File: config.mk
export PLATFORM = sky130hd
export DESIGN_NAME = arcade_cen_gen
export DESIGN_NICKNAME = d
export VERILOG_FILES = /design/src/rtl/arcade_cen_gen.sv
export SDC_FILE = /design/constraint.sdc
export NUM_CORES = 1
export LEC_CHECK = 0
export CAP_MARGIN = 20
export CORE_MARGIN = 3
export CORE_UTILIZATION = 45
export DETAILED_ROUTE_END_ITERATION = 8
export PLACE_DENSITY = 0.65
export SKIP_LAST_GASP = 1
export SYNTH_ARGS = -nofsm -noshare
export SYNTH_HDL_FRONTEND = slang
export SYNTH_SLANG_ARGS = --single-unit
File: constraint.sdc
create_clock -name I_CLK -period 7.75 [get_ports I_CLK]
set_input_delay 1.55 -clock I_CLK [delete_from_list [all_inputs] [get_ports I_CLK]]
set_output_delay 1.55 -clock I_CLK [all_outputs]
set_load 0.02 [all_outputs]
File: src/rtl/arcade_cen_gen.sv
// Fractional clock-enable generator: NUM_CH independent NUM/DEN accumulators, each emitting
// positive-phase (wrap) and negative-phase (half-point) pulses. Define ARCADE_CEN_GEN_PAUSE_EN for pause logic.
module arcade_cen_gen #(
  parameter int NUM_CH = 4,
  parameter int ACC_W  = 8
) (
  input  logic                    I_CLK,
  input  logic                    I_RST,
  input  logic [NUM_CH*ACC_W-1:0] I_NUM,
  input  logic [NUM_CH*ACC_W-1:0] I_DEN,
  input  logic                    I_LOAD,
  input  logic                    I_PAUSE,
  input  logic [NUM_CH-1:0]       I_PAUSE_MASK,
  output logic [NUM_CH-1:0]       O_CENP,
  output logic [NUM_CH-1:0]       O_CENN,
  output logic [NUM_CH-1:0]       O_CFG_ERR
);

  logic [ACC_W-1:0]  r_num [NUM_CH];
  logic [ACC_W-1:0]  r_den [NUM_CH];
  logic [ACC_W-1:0]  r_acc [NUM_CH];
  logic [NUM_CH-1:0] r_err;
  logic [NUM_CH-1:0] r_cenp;
  logic [NUM_CH-1:0] r_cenn;

  logic [ACC_W:0]    w_sum     [NUM_CH];
  logic [ACC_W:0]    w_diff    [NUM_CH];
  logic [ACC_W-1:0]  w_half    [NUM_CH];
  logic [ACC_W-1:0]  w_acc_nxt [NUM_CH];
  logic [ACC_W-1:0]  w_ld_num  [NUM_CH];
  logic [ACC_W-1:0]  w_ld_den  [NUM_CH];
  logic [NUM_CH-1:0] w_ld_err;
  logic [NUM_CH-1:0] w_active;
  logic [NUM_CH-1:0] w_wrap;
  logic [NUM_CH-1:0] w_p_nxt;
  logic [NUM_CH-1:0] w_n_nxt;
  logic [NUM_CH-1:0] w_pause;

`ifdef ARCADE_CEN_GEN_PAUSE_EN
  assign w_pause = I_PAUSE ? I_PAUSE_MASK : '0;
`else
  logic w_unused_pause;
  assign w_unused_pause = ^{I_PAUSE, I_PAUSE_MASK};
  assign w_pause        = '0;
`endif

  always_comb begin
    for (int unsigned c = 0; c < NUM_CH; c++) begin
      w_ld_num[c]  = I_NUM[c*ACC_W +: ACC_W];
      w_ld_den[c]  = I_DEN[c*ACC_W +: ACC_W];
      // 2*NUM evaluated one bit wider so the shift cannot overflow
      w_ld_err[c]  = (w_ld_den[c] == '0) || ({w_ld_num[c], 1'b0} > {1'b0, w_ld_den[c]});
      w_sum[c]     = {1'b0, r_acc[c]} + {1'b0, r_num[c]};
      w_diff[c]    = w_sum[c] - {1'b0, r_den[c]};
      w_half[c]    = r_den[c] >> 1;
      w_active[c]  = !r_err[c] && !w_pause[c] && (r_num[c] != '0);
      w_wrap[c]    = w_sum[c] >= {1'b0, r_den[c]};
      w_acc_nxt[c] = r_acc[c];
      if (w_active[c]) w_acc_nxt[c] = w_wrap[c] ? w_diff[c][ACC_W-1:0] : w_sum[c][ACC_W-1:0];
      w_p_nxt[c]   = w_active[c] && w_wrap[c];
      w_n_nxt[c]   = w_active[c] && !w_wrap[c] && (r_acc[c] < w_half[c]) &&
                     (w_sum[c] >= {1'b0, w_half[c]});
    end
  end

  always_ff @(posedge I_CLK) begin
    if (I_RST) begin
      for (int unsigned c = 0; c < NUM_CH; c++) begin
        r_num[c] <= '0;
        r_den[c] <= '0;
        r_acc[c] <= '0;
      end
      r_err  <= '1;
      r_cenp <= '0;
      r_cenn <= '0;
    end else if (I_LOAD) begin
      for (int unsigned c = 0; c < NUM_CH; c++) begin
        r_num[c] <= w_ld_num[c];
        r_den[c] <= w_ld_den[c];
        r_acc[c] <= '0;
      end
      r_err  <= w_ld_err;
      r_cenp <= '0;
      r_cenn <= '0;
    end else begin
      for (int unsigned c = 0; c < NUM_CH; c++) r_acc[c] <= w_acc_nxt[c];
      r_cenp <= w_p_nxt;
      r_cenn <= w_n_nxt;
    end
  end

  assign O_CENP    = r_cenp;
  assign O_CENN    = r_cenn;
  assign O_CFG_ERR = r_err;

endmodule

# After elaboration in Yosys (flattened, before gate mapping)
# Memory sizes are Yosys's and may differ from the RTL's.
# Index checks and enable logic that the tools add are counted.
word_totals:
  mem_count: 3
  in_bits: 72
  register_bits: 12
  mem_bits_rw: 96
  output_inout_bits: 12
classes:
  reduce_logical: 41
  n_lt_le_gt_ge: 16
  addsub: 8
  muxes: 32
  bitwise: 16
mem_list:
  columns: ["name", "depth", "width", "rd", "rd_clocked_by_memory_dff", "write_ports", "line_no", "rtl"]
  rows:
  - ["r_acc", 4, 8, 4, 0, 4, "21", "logic [ACC_W-1:0] r_acc [NUM_CH];"]
  - ["r_den", 4, 8, 4, 0, 4, "20", "logic [ACC_W-1:0] r_den [NUM_CH];"]
  - ["r_num", 4, 8, 4, 0, 4, "19", "logic [ACC_W-1:0] r_num [NUM_CH];"]
ops:
  columns: ["operator", "count"]
  rows:
  - ["2-to-1 mux 8 bit", 24]
  - ["adder 8 x 8 -> 9 bit", 4]
  - ["greater-or-equal comparator 9 x 7 -> 1 bit", 4]
  - ["greater-or-equal comparator 9 x 8 -> 1 bit", 4]
  - ["> comparator 9 x 8 -> 1 bit", 4]
  - ["logical NOT 8 bit", 4]
  - ["less-than comparator 8 x 7 -> 1 bit", 4]
  - ["nonzero test 8 bit", 4]
  - ["subtractor 8 bit", 4]
  - ["logical AND 1 bit", 20]
  - ["OR 1 bit", 16]
  - ["logical NOT 1 bit", 8]
  - ["2-to-1 mux 1 bit", 8]
  - ["logical OR 1 bit", 4]
  - ["OR reduction 2 bit", 1]

# Longest topological paths before layout
# An unclocked memory read counts as a cell.
depth:
  word_depth: 7
  depth_mapped: 14
  ltp_nobuf: 13

# Worst setup path before layout
# Ideal clock, no wire load.
synth_timing:
  kind: "input to register"
  start: "input I_RST"
  end: "memory r_den[0][0] (enable)"
  n_path_buf: 2
  setup_slack_ns: 3.269
  arrival_time_ns: 4.028
  t_required_ns: 7.297
  setup_time_ns: 0.453
  stages: 4
  path_cell_list: "clkbuf_1 nor2_1 clkinv_1 clkbuf_1"
synth_rtl:
  columns: ["item", "line_no", "rtl"]
  rows:
  - ["start, declared", "8", "input logic I_RST,"]
  - ["end, declared", "20", null]

==> metrics.txt <==
Post-DP HPWL 15400 um; via count roughly 6600; HP Class register to register; f_max 231 MHz; Lkg Pwr 4.42 nW; RSZ-0062 raised after global routing false; DR DRC count 0; commonest non-fill, non-tap cell in the layout ha_1; area of placed instances 0.00967 sq mm; GP Congestion around 0.84; Max Clock Skew 12.1 ps; maxcap violations 0; 1st-pass router iterations 5; IO Pins 84; minimum clock period 4340 ps; largest fanout on the critical path 6; CTS root buf clkbuf_16; Yosys warning count 0; Finished Cell Area 0.00996 sq mm; Hold Buf Count CTS 0; die area 0.0209 sq mm; WS Path Type register to register; IO buf count 78; GRT Util Overall 18.8%; Synth Flop Type edfxtp_1; register bit total from synthesis 108; final hold violations 0; Syn Area/Cell slightly below 10 sq um; CTS resizes 0; area grow syn2layout 15.5%; most frequent cells in the layout ha_1 (144), edfxtp_1 (88), inv_1 (78), clkdlybuf4s50_1 (78), a21oi_1 (69); Pwr per Cell Area 291 mW/mm^2; number of synthesized flops with an enable pin 88; pin count of the biggest net entering global routing 51; Mapped Nets 1100; H-Tree Level Count 3; CTS sink count 108; num rows 50; Antenna Cells 0; WP data arrival approximately 4400 ps; first-pass GRT wire length roughly 31000 um; total CTS buffers 9; CP startpoint kind register; clock latency on the worst-skew pair 360 ps; worst endpoint required time 7840 ps; slew margin rel. 48.5%; Async SR Flop Fraction 0%; worst slew pin tran 772 ps; crit path capture type register; total power 0.00289 W; share of cells above drive strength 1 3.33%; area leader, netlist edfxtp_1; setup bufs post-CTS 0; die width 144 um; 1st-iter DRT viols 258; Synth cell types 61; CTS tree yes; die height 144 um; vias in the first global route 6680; Via density 5.53; status completed; Slew Viols, Final 0; Initial Util 46.0%; setup TNS 0 ps; final WL 18900 um; largest cells by area after synthesis edfxtp_1 (31%), ha_1 (21%), dfxtp_1 (4.6%), a21oi_1 (4.0%), inv_1 (3.4%); top cell type's share of synthesized area 30.6%; peak supply drop 153 uV; Worst-path clk slew 70 ps; # setup viols final 0; CTS Buffer Depth 2; Core Region approximately 0.019 sq mm; grt total ovfl 0; routed length per instance approximately 16 um; Tcrit/Tclk final between 50% and 60%; register area share after synthesis a little over a third; synthesized area around 0.0086 sq mm; Final ANT Viol Nets 0; Post-Syn Instances 876; final net count between 1000 and 1500; initial antenna violation count 0
sequential cells by signal, indices dropped and copies added, names as in the netlist:
signal and count:
r_num 32, r_acc 32, O_CFG_ERR 4, r_den 32, O_CENP 4, O_CENN 4
area by class of cell:
cell class / instances / area (sq um)
sequential: 108 / 3040
multi-input combinational: 674 / 5220
inverter: 79 / 298
tap: 234 / 293
clock inverter: 6 / 46.3
fill: 1733 / 8800
timing repair buffer: 83 / 818
clock buffer: 10 / 250
kinds of logic after synthesis:
logic type	synth area share, %
and+or+nand+nor	14.6
AOI/OAI and AO/OA	17.9
adders and majority gates	22.7
DFF	35.3
buffers and inverters	4.29
xor gates and xnor gates	4.06
muxes	1.04
critical path, cell delays in order (launching register included):
cell and delay (ps):
edfxtp_1 420, ha_1 250, fa_1 420, a211oi_1 330
o21bai_1 110, a21oi_1 180, xnor2_1 220, ha_1 330
a21o_1 200, or4_1 530, a31oi_1 550, buf_4 270
mux2i_1 190, nor2_1 50
routing by layer:
layer  share of wire (%)  vias up  GRT usage [%]
met5                   0        -              0
met4                 1.8        0           6.28
met3                 3.1       22           2.35
met2                  49       99           33.0
met1                  46     3048           23.8
li1                    -     3428              -
synthesized netlist by cell type, types with 3 or more instances:
| cell | count |
|---|---|
| a21o_1 | 31 |
| nor3_1 | 7 |
| nand4_1 | 12 |
| a211o_1 | 4 |
| a2111oi_0 | 4 |
| clkbuf_1 | 11 |
| nand2_1 | 38 |
| o21ai_0 | 40 |
| dfxtp_1 | 20 |
| a211oi_1 | 13 |
| o211ai_1 | 6 |
| a21oi_1 | 69 |
| nand3_1 | 19 |
| mux2i_1 | 9 |
| ha_1 | 144 |
| nand2b_1 | 15 |
| o31ai_1 | 8 |
| nor2_1 | 69 |
| nor2b_1 | 10 |
| nor4_1 | 20 |
| edfxtp_1 | 88 |
| xor2_1 | 15 |
| inv_1 | 78 |
| a31oi_1 | 3 |
| xnor2_1 | 25 |
| a22oi_1 | 5 |
| fa_1 | 8 |
| o2111ai_1 | 6 |
| o21a_1 | 7 |
| or3_1 | 3 |
| o21bai_1 | 9 |
| and2_1 | 37 |
per-stage QoR:
step	hold WS, ps	std cells	setup WS, ps	util [%]
finish	538	1194	3410	53.1
global route	555	1194	3120	53.1
CTS	537	1194	3410	53.1
floorplan	475	876	3270	-
global placement	512	1178	3450	51.5
detailed placement	517	1178	3390	51.5
path summary, 6_finish.rpt:
kind         depth (start not counted)          end   startpoint  slack, ps
max                                 13  r_acc[3][1]  r_num[3][0]       3410
min                                  2  r_acc[2][3]  r_acc[2][3]        540
max reg2reg                         13  r_acc[3][1]  r_num[3][0]       3410
min reg2reg                          2  r_acc[2][3]  r_acc[2][3]        540
report_power, final:
part	total (W)	internal, W	switching [W]
Clock	0.000463	0.000240	0.000224
Sequential	0.000785	0.000731	0.0000539
Combinational	0.00165	0.000726	0.000921
Total	0.00289	0.00170	0.00120
Note: power is estimated with default switching activity, not from simulation.
